File: src/rtl/opti_fixed_pkg.sv
// Fixed-point constants shared by the product receive path: Q4.26 products in, Q2.13 results out.
package opti_fixed_pkg;

  localparam int W16  = 16;
  localparam int W32  = 32;
  localparam int FRAC = 13;

  localparam logic [W16-1:0]    Q213_MAX = 16'h7FFF;
  localparam logic [W16-1:0]    Q213_MIN = 16'h8000;
  localparam logic signed [W32:0] RND_HALF = 33'sd4096;

  typedef logic signed [W16-1:0] q213_t;
  typedef logic signed [W32-1:0] q426_t;

endpackage

File: src/rtl/opti_sync_fifo.sv
// Small synchronous FIFO: power-of-two storage, wrapping pointers, occupancy and empty flag.
// Writes when full and reads when empty are ignored.
module opti_sync_fifo #(
  parameter int W     = 16,
  parameter int DEPTH = 4,
  parameter int AW    = 2
) (
  input  logic          clk,
  input  logic          rst_n,
  input  logic          i_wr_en,
  input  logic [W-1:0]  i_wr_data,
  input  logic          i_rd_en,
  output logic [W-1:0]  o_rd_data,
  output logic [AW:0]   o_level,
  output logic          o_empty
);

  localparam logic [AW:0] LP_FULL = (AW+1)'(DEPTH);

  logic [W-1:0]  r_mem [DEPTH];
  logic [AW-1:0] r_wr_ptr;
  logic [AW-1:0] r_rd_ptr;
  logic [AW:0]   r_level;
  logic          w_push;
  logic          w_pop;

  assign o_empty   = (r_level == '0);
  assign w_push    = i_wr_en & (r_level != LP_FULL);
  assign w_pop     = i_rd_en & ~o_empty;
  assign o_rd_data = r_mem[r_rd_ptr];
  assign o_level   = r_level;

  always_ff @(posedge clk) begin
    if (w_push) r_mem[r_wr_ptr] <= i_wr_data;
  end

  // Pointers wrap naturally because DEPTH is a power of two.
  always_ff @(posedge clk or negedge rst_n) begin
    if (!rst_n) begin
      r_wr_ptr <= '0;
      r_rd_ptr <= '0;
      r_level  <= '0;
    end else begin
      if (w_push) r_wr_ptr <= r_wr_ptr + 1'b1;
      if (w_pop)  r_rd_ptr <= r_rd_ptr + 1'b1;
      unique case ({w_push, w_pop})
        2'b10:   r_level <= r_level + 1'b1;
        2'b01:   r_level <= r_level - 1'b1;
        default: r_level <= r_level;
      endcase
    end
  end

endmodule

File: src/rtl/opti_requant_rx.sv
// Receive stage for multiplier products: Q4.26 -> Q2.13 round/saturate, then buffer in a FIFO.
// Optional saturation statistics are built when SAT_CNT_EN is defined.
module opti_requant_rx
  import opti_fixed_pkg::*;
#(
  parameter int DEPTH = 4,
  parameter int AW    = 2
) (
  input  logic           clk,
  input  logic           rst_n,
  input  logic [W32-1:0] in_p,
  input  logic           in_valid,
  output logic           in_ready,
  output logic [W16-1:0] out_y,
  output logic           out_valid,
  input  logic           out_ready,
  output logic [AW:0]    level,
  input  logic           sat_clr,
  output logic           sat_flag,
  output logic [W16-1:0] sat_cnt
);

  localparam logic [AW+1:0] LP_DEPTH = (AW+2)'(DEPTH);
  localparam int            RW       = W32 - FRAC + 1;

  logic           r_in_ready;
  logic           r_stage_valid;
  logic [W32-1:0] r_stage_p;

  logic           w_accept;
  logic           w_pop;
  logic           w_empty;
  logic [AW:0]    w_level;
  logic [AW+1:0]  w_total;
  logic [W16-1:0] w_fifo_y;

  logic signed [W32:0]  w_sum;
  logic signed [RW-1:0] w_r;
  logic [FRAC-1:0]      w_unused_frac;
  logic                 w_sat_hi;
  logic                 w_sat_lo;
  logic [W16-1:0]       w_y;

  assign w_accept = in_valid & r_in_ready;
  assign w_pop    = ~w_empty & out_ready;

  // Stage plus FIFO occupancy after this edge; the stage slot is reserved so writes never overflow.
  assign w_total = {1'b0, w_level} + (AW+2)'(r_stage_valid) + (AW+2)'(w_accept)
                 - (AW+2)'(w_pop);

  always_ff @(posedge clk or negedge rst_n) begin
    if (!rst_n) begin
      r_in_ready    <= 1'b0;
      r_stage_valid <= 1'b0;
      r_stage_p     <= '0;
    end else begin
      r_in_ready    <= (w_total < LP_DEPTH);
      r_stage_valid <= w_accept;
      if (w_accept) r_stage_p <= in_p;
    end
  end

  // 33-bit sum keeps the most positive product from wrapping; the slice is an arithmetic shift.
  assign w_sum         = $signed({r_stage_p[W32-1], r_stage_p}) + RND_HALF;
  assign w_r           = w_sum[W32:FRAC];
  assign w_unused_frac = w_sum[FRAC-1:0];
  assign w_sat_hi      = ~w_r[RW-1] & (|w_r[RW-2:W16-1]);
  assign w_sat_lo      =  w_r[RW-1] & ~(&w_r[RW-2:W16-1]);

  always_comb begin
    w_y = w_r[W16-1:0];
    if (w_sat_hi)      w_y = Q213_MAX;
    else if (w_sat_lo) w_y = Q213_MIN;
  end

  opti_sync_fifo #(
    .W     (W16),
    .DEPTH (DEPTH),
    .AW    (AW)
  ) u_fifo (
    .clk       (clk),
    .rst_n     (rst_n),
    .i_wr_en   (r_stage_valid),
    .i_wr_data (w_y),
    .i_rd_en   (out_ready),
    .o_rd_data (w_fifo_y),
    .o_level   (w_level),
    .o_empty   (w_empty)
  );

  assign in_ready  = r_in_ready;
  assign out_valid = ~w_empty;
  assign out_y     = w_empty ? '0 : w_fifo_y;
  assign level     = w_level;

`ifdef SAT_CNT_EN
  logic           r_sat_flag;
  logic [W16-1:0] r_sat_cnt;
  logic           w_sat_wr;

  assign w_sat_wr = r_stage_valid & (w_sat_hi | w_sat_lo);

  // A clear wins over a saturated write in the same cycle.
  always_ff @(posedge clk or negedge rst_n) begin
    if (!rst_n) begin
      r_sat_flag <= 1'b0;
      r_sat_cnt  <= '0;
    end else if (sat_clr) begin
      r_sat_flag <= 1'b0;
      r_sat_cnt  <= '0;
    end else if (w_sat_wr) begin
      r_sat_flag <= 1'b1;
      if (r_sat_cnt != 16'hFFFF) r_sat_cnt <= r_sat_cnt + 1'b1;
    end
  end

  assign sat_flag = r_sat_flag;
  assign sat_cnt  = r_sat_cnt;
`else
  logic w_unused_sat_clr;
  assign w_unused_sat_clr = sat_clr;
  assign sat_flag         = 1'b0;
  assign sat_cnt          = '0;
`endif

endmodule
File: config.mk
export PLATFORM = sky130hd
export DESIGN_NAME = opti_requant_rx
export DESIGN_NICKNAME = d
export VERILOG_FILES = /design/src/rtl/opti_fixed_pkg.sv /design/src/rtl/opti_sync_fifo.sv /design/src/rtl/opti_requant_rx.sv
export SDC_FILE = /design/constraint.sdc
export NUM_CORES = 1
export LEC_CHECK = 0
export ABC_AREA = 1
export BUFFER_PORTS_ARGS = -buffer_cell sky130_fd_sc_hd__buf_2
export CAP_MARGIN = 30
export CORE_MARGIN = 10
export CORE_UTILIZATION = 40
export CTS_CLUSTER_SIZE = 28
export DETAILED_ROUTE_END_ITERATION = 10
export PLACE_DENSITY = 0.66
export SKIP_CTS_REPAIR_TIMING = 1
export SLEW_MARGIN = 20
export SYNTH_ARGS = -nofsm -noshare
export SYNTH_HDL_FRONTEND = slang
export SYNTH_SLANG_ARGS = --single-unit
File: constraint.sdc
create_clock -name clk -period 6.1 [get_ports clk]
set_input_delay 0.61 -clock clk [delete_from_list [all_inputs] [get_ports clk]]
set_output_delay 0.61 -clock clk [all_outputs]
set_load 0.02 [all_outputs]
==> results.cfg <==
[floorplanning]
die_x_um = 127
initial_core_util_pct = 40.6
rows = 39
dieArea_sq_mm = 0.0162
core_area_sq_mm = 0.0113
boundaryPins = 75
die-height_um = 127

[yosys]
syn_area_sq_mm = 0.00460
ys.flop_type = edfxtp_1
synthArstFlopShare_pct = 31.2
synthTopCellsByCount = nand2_1 (94), nor2_1 (87), edfxtp_1 (64), o21ai_0 (40), inv_1 (36)
yosysWarnings = 0
synth_top_area_cell = edfxtp_1
synth-edff-count = 64
yosys_register_bits = 93
syn_avg_cell_area_sq_um = 9.56
synth_most_common_cell = nand2_1
netlist.area_leader.share_pct = 41.8
ys_seq_area_share_pct = 57.6
syn-instance-count = 481
synth.area.top_cells = edfxtp_1 (42%), dfrtp_1 (16%), nand2_1 (7.7%), nor2_1 (7.1%), o21ai_0 (4.4%)
yosysUniqueCellTypes = 28

[timing]
final.setup.tns_ps = 0
finalCritPeriodShare_pct = 49.7
worst_pin_slew_ps = 897
worst_slew_margin_rel_pct = 40.1
fmax_mhz = 330
finalCriticalPeriod_ps = 3030
maxSlewViolCount = 0
postLayoutSetupSlackWorst_ps = 3070
hold_viol = 0
rsz0062_at_grt = no
fin_hold_ws_ps = 279
setup_viol = 0
finClkSkew_ps = 10.5

[global_route]
grt_pass1_wl_um = 15700
antenna_found_initial = 0
overflow = 0
grt_max_degree = 35
grt_pass1_vias = 3300
track_usage_pct = 12.0

[power_and_ir_drop]
ir_worst_vdd_mv = 0.229
power_mw = 2.69
p_leak_nw = 2.19
power_density_mw_per_mm2 = 519

[final_layout]
layout.nets = 572
area_delta_synth_final_pct = 12.7
multiInputGateArea_sq_mm = 0.00167
drive_gt1_share_pct = 18.6
post-route-util_pct = 45.8
seq_area_sq_mm = 0.00265
n_antenna_cell = 0
nFillCells = 1100

[routing]
first_iter_violations = 108
met2_length_um = 4270
wl_met1_um = 4230
ant_nets = 0
avgViaCountPerCell = 4.68
firstDrtPassIters = 4
vias = 3138
met3_length_um = 453
wl_um = 9240
wl_per_cell_um = 13.8
top_layer_used = met4
drc_errors = 0

[clock_tree]
cts_made_buffers = 9
clockBufferDepth = 2
cts_htree_levels = 3
clkLatencyLatePin_ps = 340
clkTransAtPathRegs_ps = 60
cts_root_buffer = clkbuf_16
cts_sinks = 93
tritoncts = built

[placed_design]
io_buffers = 44
place_congestion = 0.812
pre_cts_ws_ps = 3390
dp_hpwl_um = 6480

[setup_path]
crit_path_end_kind = primary output
path_max_fanout = 18
crit_arrival_ps = 2420
crit_type = reg2out
worstPathRequired_ps = 5490
ff2ff_setup_slack_ps = 3700
crit_path_start_kind = flip-flop

[min_path]
worstHoldPathType = in2async

[flow_run]
maxCapViolations = 0

[run_status]
status = completed
## stage by stage
| stage | std cells | area, sq um |
|---|---|---|
| 6_report | 671 | 5180 |
| 3_3_place_gp | 653 | 4880 |
| 3_5_place_dp | 653 | 4880 |
| 5_1_grt | 671 | 5180 |
| 4_1_cts | 668 | 5140 |
| 2_1_floorplan | 497 | 4660 |
## kinds of logic after synthesis
| kind of cell | Yosys count | synth area share [%] |
|---|---|---|
| AND/OR/NAND/NOR | 222 | 20.8 |
| other | 1 | 0.0815 |
| adder cells (fa/ha/maj) | 11 | 3.16 |
| buffers and inverters | 71 | 7.62 |
| AO/OA/AOI/OAI | 65 | 7.37 |
| XOR/XNOR | 18 | 3.43 |
| flip-flops | 93 | 57.6 |
## cells in the final DEF (no fill, tap or decap), drive strengths merged
cell type	Yosys	layout
edfxtp	64	64
o31ai	1	1
nor3	4	4
o21bai	2	2
fa	1	1
xor2	9	9
o21ai	41	41
buf	19	49
xnor2	9	9
clkbuf	14	9
nor2	95	95
nand2	115	115
nand3	8	8
inv	37	38
dfrtp	29	29
clkinv	1	6
ha	10	10
conb	1	17
a21oi	20	20
a31oi	1	1
## layer usage
layer	global-route usage, %	vias up
met2	19.6	86
met1	14.2	1420
met3	2.89	26
met4	6.83	0
li1	-	1606
met5	0	-
## final timing paths
path,start,end,depth (start not counted)
setup / recovery,u_fifo.r_rd_ptr[1]$_DFFE_PN0P_,out_y[6],5
hold / removal,rst_n,r_stage_p[27]$_DFFE_PN0N_,1
setup reg to reg,u_fifo.o_level[0]$_DFFE_PN0P_,u_fifo.o_level[2]$_DFFE_PN0P_,7
hold reg to reg,r_stage_p[14]$_DFFE_PN0N_,r_stage_p[14]$_DFFE_PN0N_,2
max in group asynchronous,rst_n,u_fifo.r_wr_ptr[0]$_DFFE_PN0P_,1
min in group clk,in_p[17],r_stage_p[17]$_DFFE_PN0N_,3
## report_power, final
part | internal, mW | switching [mW]
Clock | 0.273 | 0.230
Combinational | 0.370 | 0.768
Sequential | 0.913 | 0.137
## final cells by class
type | count | area share (%)
clock inverter | 6 | 0.748
tap | 143 | 3.45
multi-input combinational | 333 | 32.2
inverter | 38 | 2.75
clock buffer | 9 | 4.34
sequential | 93 | 51.1
timing repair buffer | 49 | 5.41
## worst max-delay path, cell delays in order (launching register included)
cell and delay (ps):
dfrtp_1 810, inv_1 510, nor2_1 180, o21ai_0 90, a21oi_1 270, buf_2 220
## sequential cells by signal (all words and copies together) (netlist names)
name	flops
u_fifo.r_wr_ptr	2
u_fifo.o_level	3
r_stage_p	20
u_fifo.r_rd_ptr	2
u_fifo.r_mem	64
in_ready	1
r_stage_valid	1
No activity file was read; power rests on OpenSTA's default activity.
